[src/rtl/synapse_weight_loader_if.sv]
// Byte stream in, table write port out: the signal bundle between the host
// streamer, the weight loader and the synapse weight table.
interface synapse_weight_loader_if #(
    parameter int unsigned ADDR_W = 5
) ();
    localparam int unsigned BYTE_W = 8;
    localparam int unsigned WORD_W = 32;

    logic [BYTE_W-1:0] in_byte;
    logic              in_valid;
    logic              in_last;
    logic              in_ready;
    logic              w_en;
    logic [ADDR_W-1:0] w_addr;
    logic [WORD_W-1:0] w_data;

    // Host side: drives the byte stream, observes the table writes.
    modport master (
        output in_byte, in_valid, in_last,
        input  in_ready, w_en, w_addr, w_data
    );

    // Loader side: consumes the byte stream, drives the table write port.
    modport slave (
        input  in_byte, in_valid, in_last,
        output in_ready, w_en, w_addr, w_data
    );
endinterface

[src/rtl/synapse_weight_loader.sv]
// Synapse weight loader: packs a byte stream into 32-bit words (byte n lands
// in word n/4, lane n%4) and writes them into the weight table at init time.
module synapse_weight_loader #(
    parameter int unsigned NUM_WORDS = 32,
    parameter int unsigned ADDR_W    = 5
) (
    input  logic                          clk,
    input  logic                          rst,
    input  logic                          start,
    synapse_weight_loader_if.slave        bus,
    output logic                          busy,
    output logic                          done,
    output logic                          ovf,
    output logic [ADDR_W:0]               word_count
);

    localparam int unsigned BYTE_W = 8;
    localparam int unsigned WORD_W = 32;
    localparam int unsigned LANE_W = 2;
    localparam int unsigned CNT_W  = ADDR_W + 1;
    localparam logic [ADDR_W-1:0] LAST_ADDR = ADDR_W'(NUM_WORDS - 1);
    localparam logic [LANE_W-1:0] TOP_LANE  = LANE_W'(3);

    typedef enum logic [1:0] {
        S_IDLE   = 2'd0,
        S_LOAD   = 2'd1,
        S_FINISH = 2'd2,
        S_DONE   = 2'd3
    } state_e;

    state_e              state_q, state_d;
    logic [LANE_W-1:0]   lane_q, lane_d;
    logic [WORD_W-1:0]   pack_q, pack_d;
    logic                in_ready_q, in_ready_d;
    logic                w_en_q, w_en_d;
    logic [ADDR_W-1:0]   w_addr_q, w_addr_d;
    logic [WORD_W-1:0]   w_data_q, w_data_d;
    logic                busy_q, busy_d;
    logic                done_q, done_d;
    logic                ovf_q, ovf_d;
    logic [CNT_W-1:0]    word_count_q, word_count_d;

    logic [CNT_W-1:0]    next_count_c;
    logic [WORD_W-1:0]   word_c;
    logic                accept_c;

    // Count including a write currently on the bus; this is also the address
    // of the next word, so a write issued during a w_en cycle gets no gap.
    assign next_count_c = word_count_q + CNT_W'(w_en_q);

    // State and datapath registers.
    always_ff @(posedge clk or negedge rst) begin
        if (!rst) begin
            state_q      <= S_IDLE;
            lane_q       <= '0;
            pack_q       <= '0;
            in_ready_q   <= 1'b0;
            w_en_q       <= 1'b0;
            w_addr_q     <= '0;
            w_data_q     <= '0;
            busy_q       <= 1'b0;
            done_q       <= 1'b0;
            ovf_q        <= 1'b0;
            word_count_q <= '0;
        end else begin
            state_q      <= state_d;
            lane_q       <= lane_d;
            pack_q       <= pack_d;
            in_ready_q   <= in_ready_d;
            w_en_q       <= w_en_d;
            w_addr_q     <= w_addr_d;
            w_data_q     <= w_data_d;
            busy_q       <= busy_d;
            done_q       <= done_d;
            ovf_q        <= ovf_d;
            word_count_q <= word_count_d;
        end
    end

    // Next-state, packing and write-issue logic.
    always_comb begin
        state_d      = state_q;
        lane_d       = lane_q;
        pack_d       = pack_q;
        w_en_d       = 1'b0;
        w_addr_d     = w_addr_q;
        w_data_d     = w_data_q;
        ovf_d        = ovf_q;
        word_count_d = next_count_c;

        accept_c = bus.in_valid & in_ready_q;

        // Pack register holds zeros in unfilled lanes, so this is also the
        // zero-padded word for an early in_last.
        word_c = pack_q;
        word_c[{lane_q, 3'b000} +: BYTE_W] = bus.in_byte;

        case (state_q)
            S_IDLE: begin
                if (start) begin
                    state_d      = S_LOAD;
                    lane_d       = '0;
                    pack_d       = '0;
                    ovf_d        = 1'b0;
                    word_count_d = '0;
                end
            end
            S_LOAD: begin
                if (accept_c) begin
                    if ((lane_q == TOP_LANE) || bus.in_last) begin
                        w_en_d   = 1'b1;
                        w_addr_d = next_count_c[ADDR_W-1:0];
                        w_data_d = word_c;
                        pack_d   = '0;
                        lane_d   = '0;
                        if (bus.in_last || (next_count_c[ADDR_W-1:0] == LAST_ADDR)) begin
                            state_d = S_FINISH;
                        end
                    end else begin
                        pack_d = word_c;
                        lane_d = lane_q + LANE_W'(1);
                    end
                end
            end
            S_FINISH: begin
                state_d = S_DONE;
            end
            S_DONE: begin
                if (start) begin
                    state_d      = S_LOAD;
                    lane_d       = '0;
                    pack_d       = '0;
                    ovf_d        = 1'b0;
                    word_count_d = '0;
                end else if (bus.in_valid) begin
                    ovf_d = 1'b1;
                end
            end
            default: begin
                state_d = S_IDLE;
            end
        endcase

        in_ready_d = (state_d == S_LOAD);
        busy_d     = (state_d == S_LOAD) || (state_d == S_FINISH);
        done_d     = (state_d == S_DONE);
    end

    assign bus.in_ready = in_ready_q;
    assign bus.w_en     = w_en_q;
    assign bus.w_addr   = w_addr_q;
    assign bus.w_data   = w_data_q;
    assign busy         = busy_q;
    assign done         = done_q;
    assign ovf          = ovf_q;
    assign word_count   = word_count_q;

endmodule

[src/flat_wrapper.sv]
// flat-port wrapper written by rule: the top's interface ports become plain ports
module synapse_weight_loader_flat 
#(
    parameter int unsigned NUM_WORDS = 32,
    parameter int unsigned ADDR_W    = 5
)
  (clk, rst, start, busy, done, ovf, word_count, bus_in_byte, bus_in_valid, bus_in_last, bus_in_ready, bus_w_en, bus_w_addr, bus_w_data);
  synapse_weight_loader_if #(.ADDR_W(ADDR_W)) bus_i ();
  input  logic clk;
  input  logic rst;
  input  logic start;
  output logic busy;
  output logic done;
  output logic ovf;
  output logic [ADDR_W:0] word_count;
  input wire logic [$bits(bus_i.in_byte)-1:0] bus_in_byte;
  input wire logic [$bits(bus_i.in_valid)-1:0] bus_in_valid;
  input wire logic [$bits(bus_i.in_last)-1:0] bus_in_last;
  output wire logic [$bits(bus_i.in_ready)-1:0] bus_in_ready;
  output wire logic [$bits(bus_i.w_en)-1:0] bus_w_en;
  output wire logic [$bits(bus_i.w_addr)-1:0] bus_w_addr;
  output wire logic [$bits(bus_i.w_data)-1:0] bus_w_data;
  assign bus_i.in_byte = bus_in_byte;
  assign bus_i.in_valid = bus_in_valid;
  assign bus_i.in_last = bus_in_last;
  assign bus_in_ready = bus_i.in_ready;
  assign bus_w_en = bus_i.w_en;
  assign bus_w_addr = bus_i.w_addr;
  assign bus_w_data = bus_i.w_data;
  synapse_weight_loader #(.NUM_WORDS(NUM_WORDS), .ADDR_W(ADDR_W)) u_core (.clk(clk), .rst(rst), .start(start), .bus(bus_i), .busy(busy), .done(done), .ovf(ovf), .word_count(word_count));
endmodule
[config.mk]
export PLATFORM = sky130hd
export DESIGN_NAME = synapse_weight_loader_flat
export DESIGN_NICKNAME = d
export VERILOG_FILES = /design/src/rtl/synapse_weight_loader_if.sv /design/src/rtl/synapse_weight_loader.sv /design/src/flat_wrapper.sv
export SDC_FILE = /design/constraint.sdc
export NUM_CORES = 1
export LEC_CHECK = 0
export CORE_ASPECT_RATIO = 1.25
export CORE_MARGIN = 8
export CORE_UTILIZATION = 39
export CTS_CLUSTER_DIAMETER = 60
export DETAILED_ROUTE_END_ITERATION = 8
export SLEW_MARGIN = 20
export SYNTH_ARGS = -nofsm -noshare
export SYNTH_HDL_FRONTEND = slang
export SYNTH_SLANG_ARGS = --single-unit
[constraint.sdc]
create_clock -name clk -period 2.2 [get_ports clk]
set_input_delay 0.55 -clock clk [delete_from_list [all_inputs] [get_ports clk]]
set_output_delay 0.55 -clock clk [all_outputs]
set_load 0.01 [all_outputs]
==> flow_metrics.tcl, run 1 <==
set metrics [dict create \
    outcome "finished clean" \
    drv_cap 0 \
    tightest_slew_ns 0.679 \
    peakVddDrop_mv 0.466 \
    cts_buffers 9 \
    layout_commonest_cell "dfrtp_1" \
    track_usage 0.144 \
    n_antenna_cell 0 \
    numClockSinks 84 \
    crit_type "reg -> reg" \
    pin_count 61 \
    syn_area_sq_um 3860 \
    drive_gt1_frac 0.128 \
    cts.path.max_buffers 2 \
    ys_seq_area_frac 0.545 \
    nFillCells 875 \
    placed_area_sq_um 4670 \
    drt_iter0_drc 116 \
    die-area_sq_um 13300 \
    syn-num-nets 385 \
    drv_slew 0 \
    startpoint_type "register" \
    ff2ff_path_depth 5 \
    fmax_ghz 0.479 \
    num-nets-final 451 \
    place_ws_ns -0.112 \
    critPathMaxFanout 9 \
    endpoint_kind "register" \
    htreeDepth 3 \
    cts-root-buf "clkbuf_16" \
    rsz0062_at_grt "no" \
    first_global_vias 3043 \
    hold_viol_final 0 \
    final_area_sq_um 5040 \
    synth-seq-cells 84 \
    layoutNonFillerInstCount 555 \
    ant_nets 0 \
    rr_startpoint "u_core.state_q[0]" \
    finalCritPeriodShare 0.949 \
    gp_congestion 0.772 \
    die-width_um 105 \
    final_core_util 0.524 \
    power_leakage_nw 2.25 \
    die_h_um 127 \
    min_period_ns 2.09 \
    postCtsHoldBufs 0 \
    clk_latency_ns 0.33 \
    yosys_warnings 0 \
    synthCells 358 \
    firstDrtPassIters 4 \
    fin_tns_setup_ns 0 \
    route.detailed.drc 0 \
    setup_violations 0 \
    clkTransAtPathRegs_ns 0.06 \
    dp_cells 535 \
    cts_tree "done" \
    io_buffers 60 \
    power_density_nw_per_um2 1030 \
    arrival_ns 2.35 \
    routed_wl_um 9220 \
    synth_cell_types 36 \
    core_sq_um 9610 \
    slew_headroom 0.547 \
    vias 2924 \
    num_rows 40 \
    grt_start_max_net_pins 52 \
    final_cell_mix "84 x dfrtp_1, 59 x clkdlybuf4s50_1, 37 x nand2_1, 37 x o21ai_0, 35 x nor2b_1" \
    antenna_found_initial 0 \
    start_util 0.401 \
    via_per_inst 5.27 \
    overflow 0 \
    setup_ws_ns 0.113 \
    total_power_mw 5.18 \
    avgSynthCellArea_sq_um 10.8 \
    place_hpwl_um 6430 \
    cp.required_ns 2.47 \
    crit_start "u_core.state_q[0]" \
    holdWs_ns 0.249 \
    wl_per_cell_um 16.6 \
    worstHoldPathType "in -> async" \
    final.setup_skew_ns 0.00563 \
    syn_to_final_growth_pct 30.6 \
    grt_first_pass_wirelength_um 15400 \
]
-- logic make-up (layout without fill, tap and decap cells) --
kind of cell               Yosys count  after routing  synth area share
muxes                                3              3           0.00876
DFF                                 84             84             0.545
xor gates and xnor gates             4              4           0.00908
AOI/OAI and AO/OA                  113            113             0.189
and+or+nand+nor                    105            105             0.163
adders and majority gates           14             14            0.0454
buffers and inverters               35            106            0.0396
-- per-layer routing --
layer,GRT usage,up-vias,wire length [um]
met5,0,-,0
met4,0.0690,0,186
met3,0.0377,11,531
met2,0.234,67,4330
met1,0.174,1450,4170
li1,-,1396,-
-- state kept, by name (all words and copies together) (netlist names) --
signal / cells
u_core.bus.w_data: 32
u_core.bus.w_addr: 5
u_core.word_count: 6
u_core.ovf: 1
u_core.state_q: 2
u_core.pack_q: 32
u_core.done: 1
u_core.busy: 1
u_core.bus.w_en: 1
u_core.lane_q: 2
u_core.bus.in_ready: 1
-- power by group --
| part | leakage, nW | internal (mW) | switching [mW] | total, mW |
|---|---|---|---|---|
| Clock | 0.159 | 1.02 | 0.575 | 1.59 |
| Combinational | 0.933 | 0.784 | 0.923 | 1.71 |
| Sequential | 1.16 | 1.74 | 0.143 | 1.88 |
-- synth_stat cells --
library cell	number	area, sq um
buf_6	2	22.5
a31oi_1	1	6.26
clkbuf_2	1	5.00
or4_1	4	30.0
and4b_1	1	10.0
xor2_1	2	17.5
a21bo_2	1	10.0
or3_1	2	12.5
xnor2_1	2	17.5
nand4_1	2	12.5
a21oi_1	34	170
nor2b_1	35	219
o21ba_2	2	20.0
nor3_1	1	5.00
dfrtp_1	84	2100
o21ai_0	37	185
nand3_1	4	20.0
nor3b_4	4	75.1
a21boi_2	1	11.3
a21boi_0	1	7.51
ha_1	14	175
nor4bb_1	3	30.0
nand2b_1	1	6.26
nor4b_1	4	35.0
o221a_2	1	11.3
o2111ai_1	1	8.76
buf_2	4	20.0
clkbuf_1	12	45.0
a22o_1	33	289
inv_1	8	30.0
buf_1	8	30.0
o221ai_1	1	8.76
or4b_4	1	13.8
mux2_2	3	33.8
nand2_1	37	139
nor2_1	6	22.5
-- worst max-delay path, stage by stage, from the launching register on --
cell,delay (ns)
dfrtp_1,0.41
inv_1,0.11
ha_4,0.32
or4b_4,0.57
nor3b_4,0.39
a22o_1,0.21
-- worst paths after layout --
path	endpoint	slack [ns]
hold reg to reg	u_core.bus.w_data[17]	0.48
max in group asynchronous	u_core.pack_q[18]	1.36
setup reg to reg	u_core.pack_q[4]	0.11
setup / recovery	u_core.pack_q[4]	0.11
min in group clk	u_core.bus.w_data[17]	0.48
hold / removal	u_core.bus.w_data[6]	0.25
-- final cells by class --
type                    instances  area [sq um]  share of cell area
well taps                     126           158              0.0313
flip-flops and latches         84          2100               0.417
clock buffers                  11           243              0.0482
clock inverters                 5          75.1              0.0149
inverters                       8          30.0             0.00596
multi-input cells             239          1640               0.326
repair buffers                 82           788               0.156
-- repair_timing --
item,4_1_cts,5_1_grt
gates resized for setup,0,4
cloned,0,0
pin swaps,1,3
buffers inserted,1,3
endpoints found under the setup margin,3,32
No activity file was read; power rests on OpenSTA's default activity.
==> run 2, diff against run 1 <==
--- a/config.mk
+++ b/config.mk
@@ -7,9 +7,10 @@
 export LEC_CHECK = 0
 export CORE_ASPECT_RATIO = 1.25
 export CORE_MARGIN = 8
-export CORE_UTILIZATION = 39
+export CORE_UTILIZATION = 50
 export CTS_CLUSTER_DIAMETER = 60
 export DETAILED_ROUTE_END_ITERATION = 8
+export PLACE_DENSITY = 0.75
 export SLEW_MARGIN = 20
 export SYNTH_ARGS = -nofsm -noshare
 export SYNTH_HDL_FRONTEND = slang
==> run 2 against run 1 <==
Effect of this change: final area decreased by 3.0%; hold slack worse by 0.18 ns; worst setup slack improved by 0.042 ns; register-to-register slack better by 0.04 ns; clock power down 30%; sequential share of layout area rose by 1.3 points; cell count down 5.4%; power fell by 8.8%; critical path type unchanged; critical endpoint is now u_core.pack_q[18].
==> flow_metrics.tcl, run 2 (synthesis results as in run 1) <==
set metrics [dict create \
    drv_slew 0 \
    p_int_mw 3.09 \
    final.setup_skew_ns 0.0118 \
    r2r-end "u_core.pack_q[18]" \
    rr_startpoint "u_core.state_q[1]" \
    critPathMaxFanout 8 \
    seq_power_share 0.397 \
    crit_start "u_core.state_q[1]" \
    final_cell_mix "83 x dfrtp_1, 59 x clkdlybuf4s50_1, 37 x nand2_1, 37 x o21ai_0, 35 x nor2b_1" \
    ant_nets 0 \
    place_hpwl_um 6280 \
    num_rows 36 \
    peakVddDrop_mv 0.670 \
    rsz0062_at_grt "no" \
    layout_commonest_cell "dfrtp_1" \
    core_sq_um 7660 \
    cts_buffers 9 \
    numClockSinks 84 \
    slew_headroom 0.706 \
    ff2ff_path_depth 5 \
    die_h_um 114 \
    dp_cells 506 \
    swShare 0.346 \
    holdWs_ns 0.0717 \
    n_antenna_cell 0 \
    start_util 0.504 \
    htreeDepth 3 \
    endpoint_kind "register" \
    wl_met3_um 554 \
    fin_tns_setup_ns 0 \
    num-nets-final 452 \
    route.detailed.drc 0 \
    worstHoldPathType "in -> async" \
    gp_congestion 0.847 \
    power_density_nw_per_um2 968 \
    via_per_inst 5.50 \
    hold_viol_final 0 \
    drt-met1-wl_um 3870 \
    routed_wl_um 8810 \
    syn_to_final_growth_pct 26.7 \
    first_global_vias 2988 \
    fmax_ghz 0.489 \
    setup_violations 0 \
    min_period_ns 2.05 \
    startpoint_type "register" \
    drt_iter0_drc 217 \
    crit_end "u_core.pack_q[18]" \
    combPwrFrac 0.366 \
    antenna_found_initial 0 \
    final_area_sq_um 4890 \
    finalCritPeriodShare 0.930 \
    overflow 0 \
    tightest_slew_ns 0.439 \
    wl_met2_um 4330 \
    layoutNonFillerInstCount 525 \
    placed_area_sq_um 4640 \
    arrival_ns 2.28 \
    cts.path.max_buffers 2 \
    drv_cap 0 \
    p_switching_mw 1.64 \
    cp.required_ns 2.43 \
    io_buffers 60 \
    highest_layer "met4" \
    firstDrtPassIters 4 \
    vias 2890 \
    power_leakage_nw 2.19 \
    clkTransAtPathRegs_ns 0.09 \
    outcome "finished clean" \
    cts-root-buf "clkbuf_8" \
    total_power_mw 4.73 \
    pin_count 61 \
    rrSetupSlack_ns 0.15 \
    drive_gt1_frac 0.130 \
    clk_latency_ns 0.35 \
    share_clk_of_total_power 0.237 \
    track_usage 0.170 \
    grt_first_pass_wirelength_um 14600 \
    wl_per_cell_um 16.8 \
    grt_start_max_net_pins 43 \
    die-width_um 94.6 \
    die-area_sq_um 10800 \
    cts_tree "done" \
    crit_type "reg -> reg" \
]
[run 2: changes by cell type in the layout (fill, tap and decap cells not counted), sizes merged]
cell      change
buf           +1
bufinv        -1
clkinv        -1
clkinvlp      +1
inv           +1
[run 2: metrics by stage]
step,worst slack (ns),utilization
6_report,0.155,0.638
5_1_grt,0.0282,0.638
4_1_cts,0.0289,0.633
3_5_place_dp,-0.105,0.607
3_3_place_gp,-0.0603,0.607
2_1_floorplan,0.220,-
[run 2: layout make-up]
type / instances / area (sq um)
tap: 95 / 119
inverter: 8 / 30.0
clock inverter: 5 / 60.1
fill: 618 / 2770
sequential: 84 / 2100
multi-input combinational: 239 / 1640
clock buffer: 11 / 141
timing repair buffer: 83 / 796
[run 2: power by group through the flow]
stage	registers, mW	clock network, mW	logic [mW]
final	1.88	1.12	1.73
after global routing	1.91	1.22	1.89
after CTS	1.88	1.15	1.69
after detailed placement	1.91	0	1.68
after global placement	1.90	0	1.63
after floorplan	1.93	0	1.03
[run 2: what timing repair did]
item,in CTS,in global routing
gates resized for setup,0,4
buffers inserted,0,3
endpoints found under the setup margin,0,32
hold buffers,0,0
[run 2: how the worst min path moves through the flow]
stage | from | end | slack (ns) | cells past startpoint
finish | rst | u_core.bus.w_data[3] | 0.07 | 1
global route | rst | u_core.bus.w_data[1] | 0.07 | 1
CTS | rst | u_core.bus.w_data[3] | 0.06 | 1
detailed placement | rst | u_core.bus.w_data[3] | 0.46 | 1
global placement | rst | u_core.bus.w_data[3] | 0.45 | 1
floorplan | rst | u_core.bus.in_ready | 0.25 | 0
[run 2: layer usage]
| metal | global-route usage | vias to the layer above |
|---|---|---|
| met5 | 0 | - |
| li1 | - | 1388 |
| met4 | 0.0376 | 0 |
| met3 | 0.0492 | 4 |
| met1 | 0.222 | 1427 |
| met2 | 0.272 | 71 |
[run 2: worst max-delay path, cell delays in order (launching register included)]
cell	delay, ns
dfrtp_1	0.38
inv_1	0.11
ha_1	0.31
a21boi_2	0.22
or4_1	0.66
a22o_1	0.25
==> run 3, diff against run 2 <==
--- a/config.mk
+++ b/config.mk
@@ -8,6 +8,7 @@
 export CORE_ASPECT_RATIO = 1.25
 export CORE_MARGIN = 8
 export CORE_UTILIZATION = 50
+export CTS_BUF_LIST = sky130_fd_sc_hd__clkbuf_8
 export CTS_CLUSTER_DIAMETER = 60
 export DETAILED_ROUTE_END_ITERATION = 8
 export PLACE_DENSITY = 0.75
==> constraint.sdc (replaced) <==
create_clock -name clk -period 2.2 [get_ports clk]
set_input_delay 0.55 -clock clk [delete_from_list [all_inputs] [get_ports clk]]
set_output_delay 0.55 -clock clk [all_outputs]
set_load 0.005 [all_outputs]
==> run 3 against run 2 <==
Effect of this change: power shrank 1.0%; die area unchanged; flip-flop and latch count unchanged; via count hardly changed; critical path depth stayed put; non-clock buffer count unchanged; clock power about the same; fmax is the same; register-to-register slack barely moved; count of clock-buffer cells in the layout shrank 1; first-iteration DRC count rose by 0.46%; largest power group unchanged.
==> flow_metrics.tcl, run 3 (synthesis results as in run 1) <==
set metrics [dict create \
    ant_nets 0 \
    firstDrtPassIters 4 \
    final_core_util 0.638 \
    vias 2891 \
    cts-root-buf "clkbuf_8" \
    track_usage 0.170 \
    final.setup_skew_ns 0.0118 \
    syn_to_final_growth_pct 26.7 \
    n_antenna_cell 0 \
    rsz0062_at_grt "no" \
    drive_gt1_frac 0.130 \
    min_period_ns 2.05 \
    io_buffers 60 \
    clkTransAtPathRegs_ns 0.09 \
    slowest_delay_ns 0.66 \
    hold_viol_final 0 \
    fin_tns_setup_ns 0 \
    postCtsHoldBufs 0 \
    drt_iter0_drc 218 \
    start_util 0.504 \
    clk_latency_ns 0.35 \
    antenna_found_initial 0 \
    fmax_ghz 0.489 \
    wl_per_cell_um 16.8 \
    grt_start_max_net_pins 43 \
    startpoint_type "register" \
    drv_slew 0 \
    htreeDepth 3 \
    finalCritPeriodShare 0.930 \
    setup_violations 0 \
    overflow 0 \
    crit_type "reg -> reg" \
    die-width_um 94.6 \
    route.detailed.drc 0 \
    total_power_mw 4.68 \
    cp_slowest_cell "or4_1" \
    place_hpwl_um 6280 \
    die-area_sq_um 10800 \
    slew_headroom 0.707 \
    cp.required_ns 2.43 \
    grt_first_pass_wirelength_um 14600 \
    cts_tree "done" \
    routed_wl_um 8810 \
    nFillCells 618 \
    core_sq_um 7660 \
    layoutNonFillerInstCount 525 \
    arrival_ns 2.28 \
    final_cell_mix "83 x dfrtp_1, 59 x clkdlybuf4s50_1, 37 x nand2_1, 37 x o21ai_0, 35 x nor2b_1" \
    final_area_sq_um 4890 \
    critPathMaxFanout 8 \
    first_global_vias 2988 \
    via_per_inst 5.51 \
    cts.path.max_buffers 2 \
    power_density_nw_per_um2 958 \
    worstHoldPathType "in -> async" \
    endpoint_kind "register" \
    gp_congestion 0.847 \
    num_rows 36 \
    peakVddDrop_mv 0.657 \
    outcome "finished clean" \
    tightest_slew_ns 0.438 \
    placed_area_sq_um 4640 \
    crit_chain "inv_1, ha_1, a21boi_2, or4_1, a22o_1" \
    die_h_um 114 \
    ff2ff_path_depth 5 \
    num-nets-final 452 \
    pin_count 61 \
    numClockSinks 84 \
    layout_commonest_cell "dfrtp_1" \
    dp_cells 506 \
    power_leakage_nw 2.20 \
    drv_cap 0 \
    cts_buffers 9 \
]
[run 3: critical path, delay by kind of cell, from the launching register on]
family          cells  cell delay [ns]
buf+inv             1             0.11
simple gates        1             0.66
fa+ha+maj           1             0.31
compound gates      2             0.47
flops               1             0.38
[run 3: timing repair]
action	4_1_cts	5_1_grt
endpoints found under the setup margin	0	32
resized for setup	0	4
buffers inserted	0	3
[run 3: power by group]
group / leakage, nW / internal (mW) / total, mW / switching, mW
clock network: 0.104 / 0.556 / 1.12 / 0.562
registers: 1.16 / 1.74 / 1.88 / 0.141
logic: 0.937 / 0.792 / 1.69 / 0.896
[run 3: final timing paths]
| kind | from | to | slack [ns] |
|---|---|---|---|
| max | u_core.state_q[1] | u_core.pack_q[18] | 0.15 |
| min | rst | u_core.bus.w_data[3] | 0.07 |
| max reg2reg | u_core.state_q[1] | u_core.pack_q[18] | 0.15 |
| min reg2reg | u_core.bus.w_data[21] | u_core.bus.w_data[21] | 0.49 |
| max in group asynchronous | rst | u_core.lane_q[0] | 1.51 |
| min in group clk | u_core.bus.w_data[21] | u_core.bus.w_data[21] | 0.49 |
[run 3: metal layers]
layer	vias up	share of wire	global-route usage
met5	-	0	0
met4	0	0.0058	0.0376
met3	4	0.062	0.0492
met2	69	0.49	0.272
met1	1430	0.44	0.222
li1	1388	-	-
[run 3: cell type report]
type                    instances  area [sq um]  share of cell area
flip-flops and latches         84          2100               0.430
multi-input cells             239          1640               0.335
repair buffers                 83           796               0.163
clock buffers                  10           138              0.0282
well taps                      95           119              0.0243
clock inverters                 6          63.8              0.0131
inverters                       8          30.0             0.00614
[run 3: metrics by stage]
stage,setup slack (ns),hold WS [ns]
after detailed placement,-0.105,0.456
after floorplan,0.220,0.254
after CTS,0.0289,0.0612
after global placement,-0.0603,0.454
after global routing,0.0282,0.0732
final,0.155,0.0716
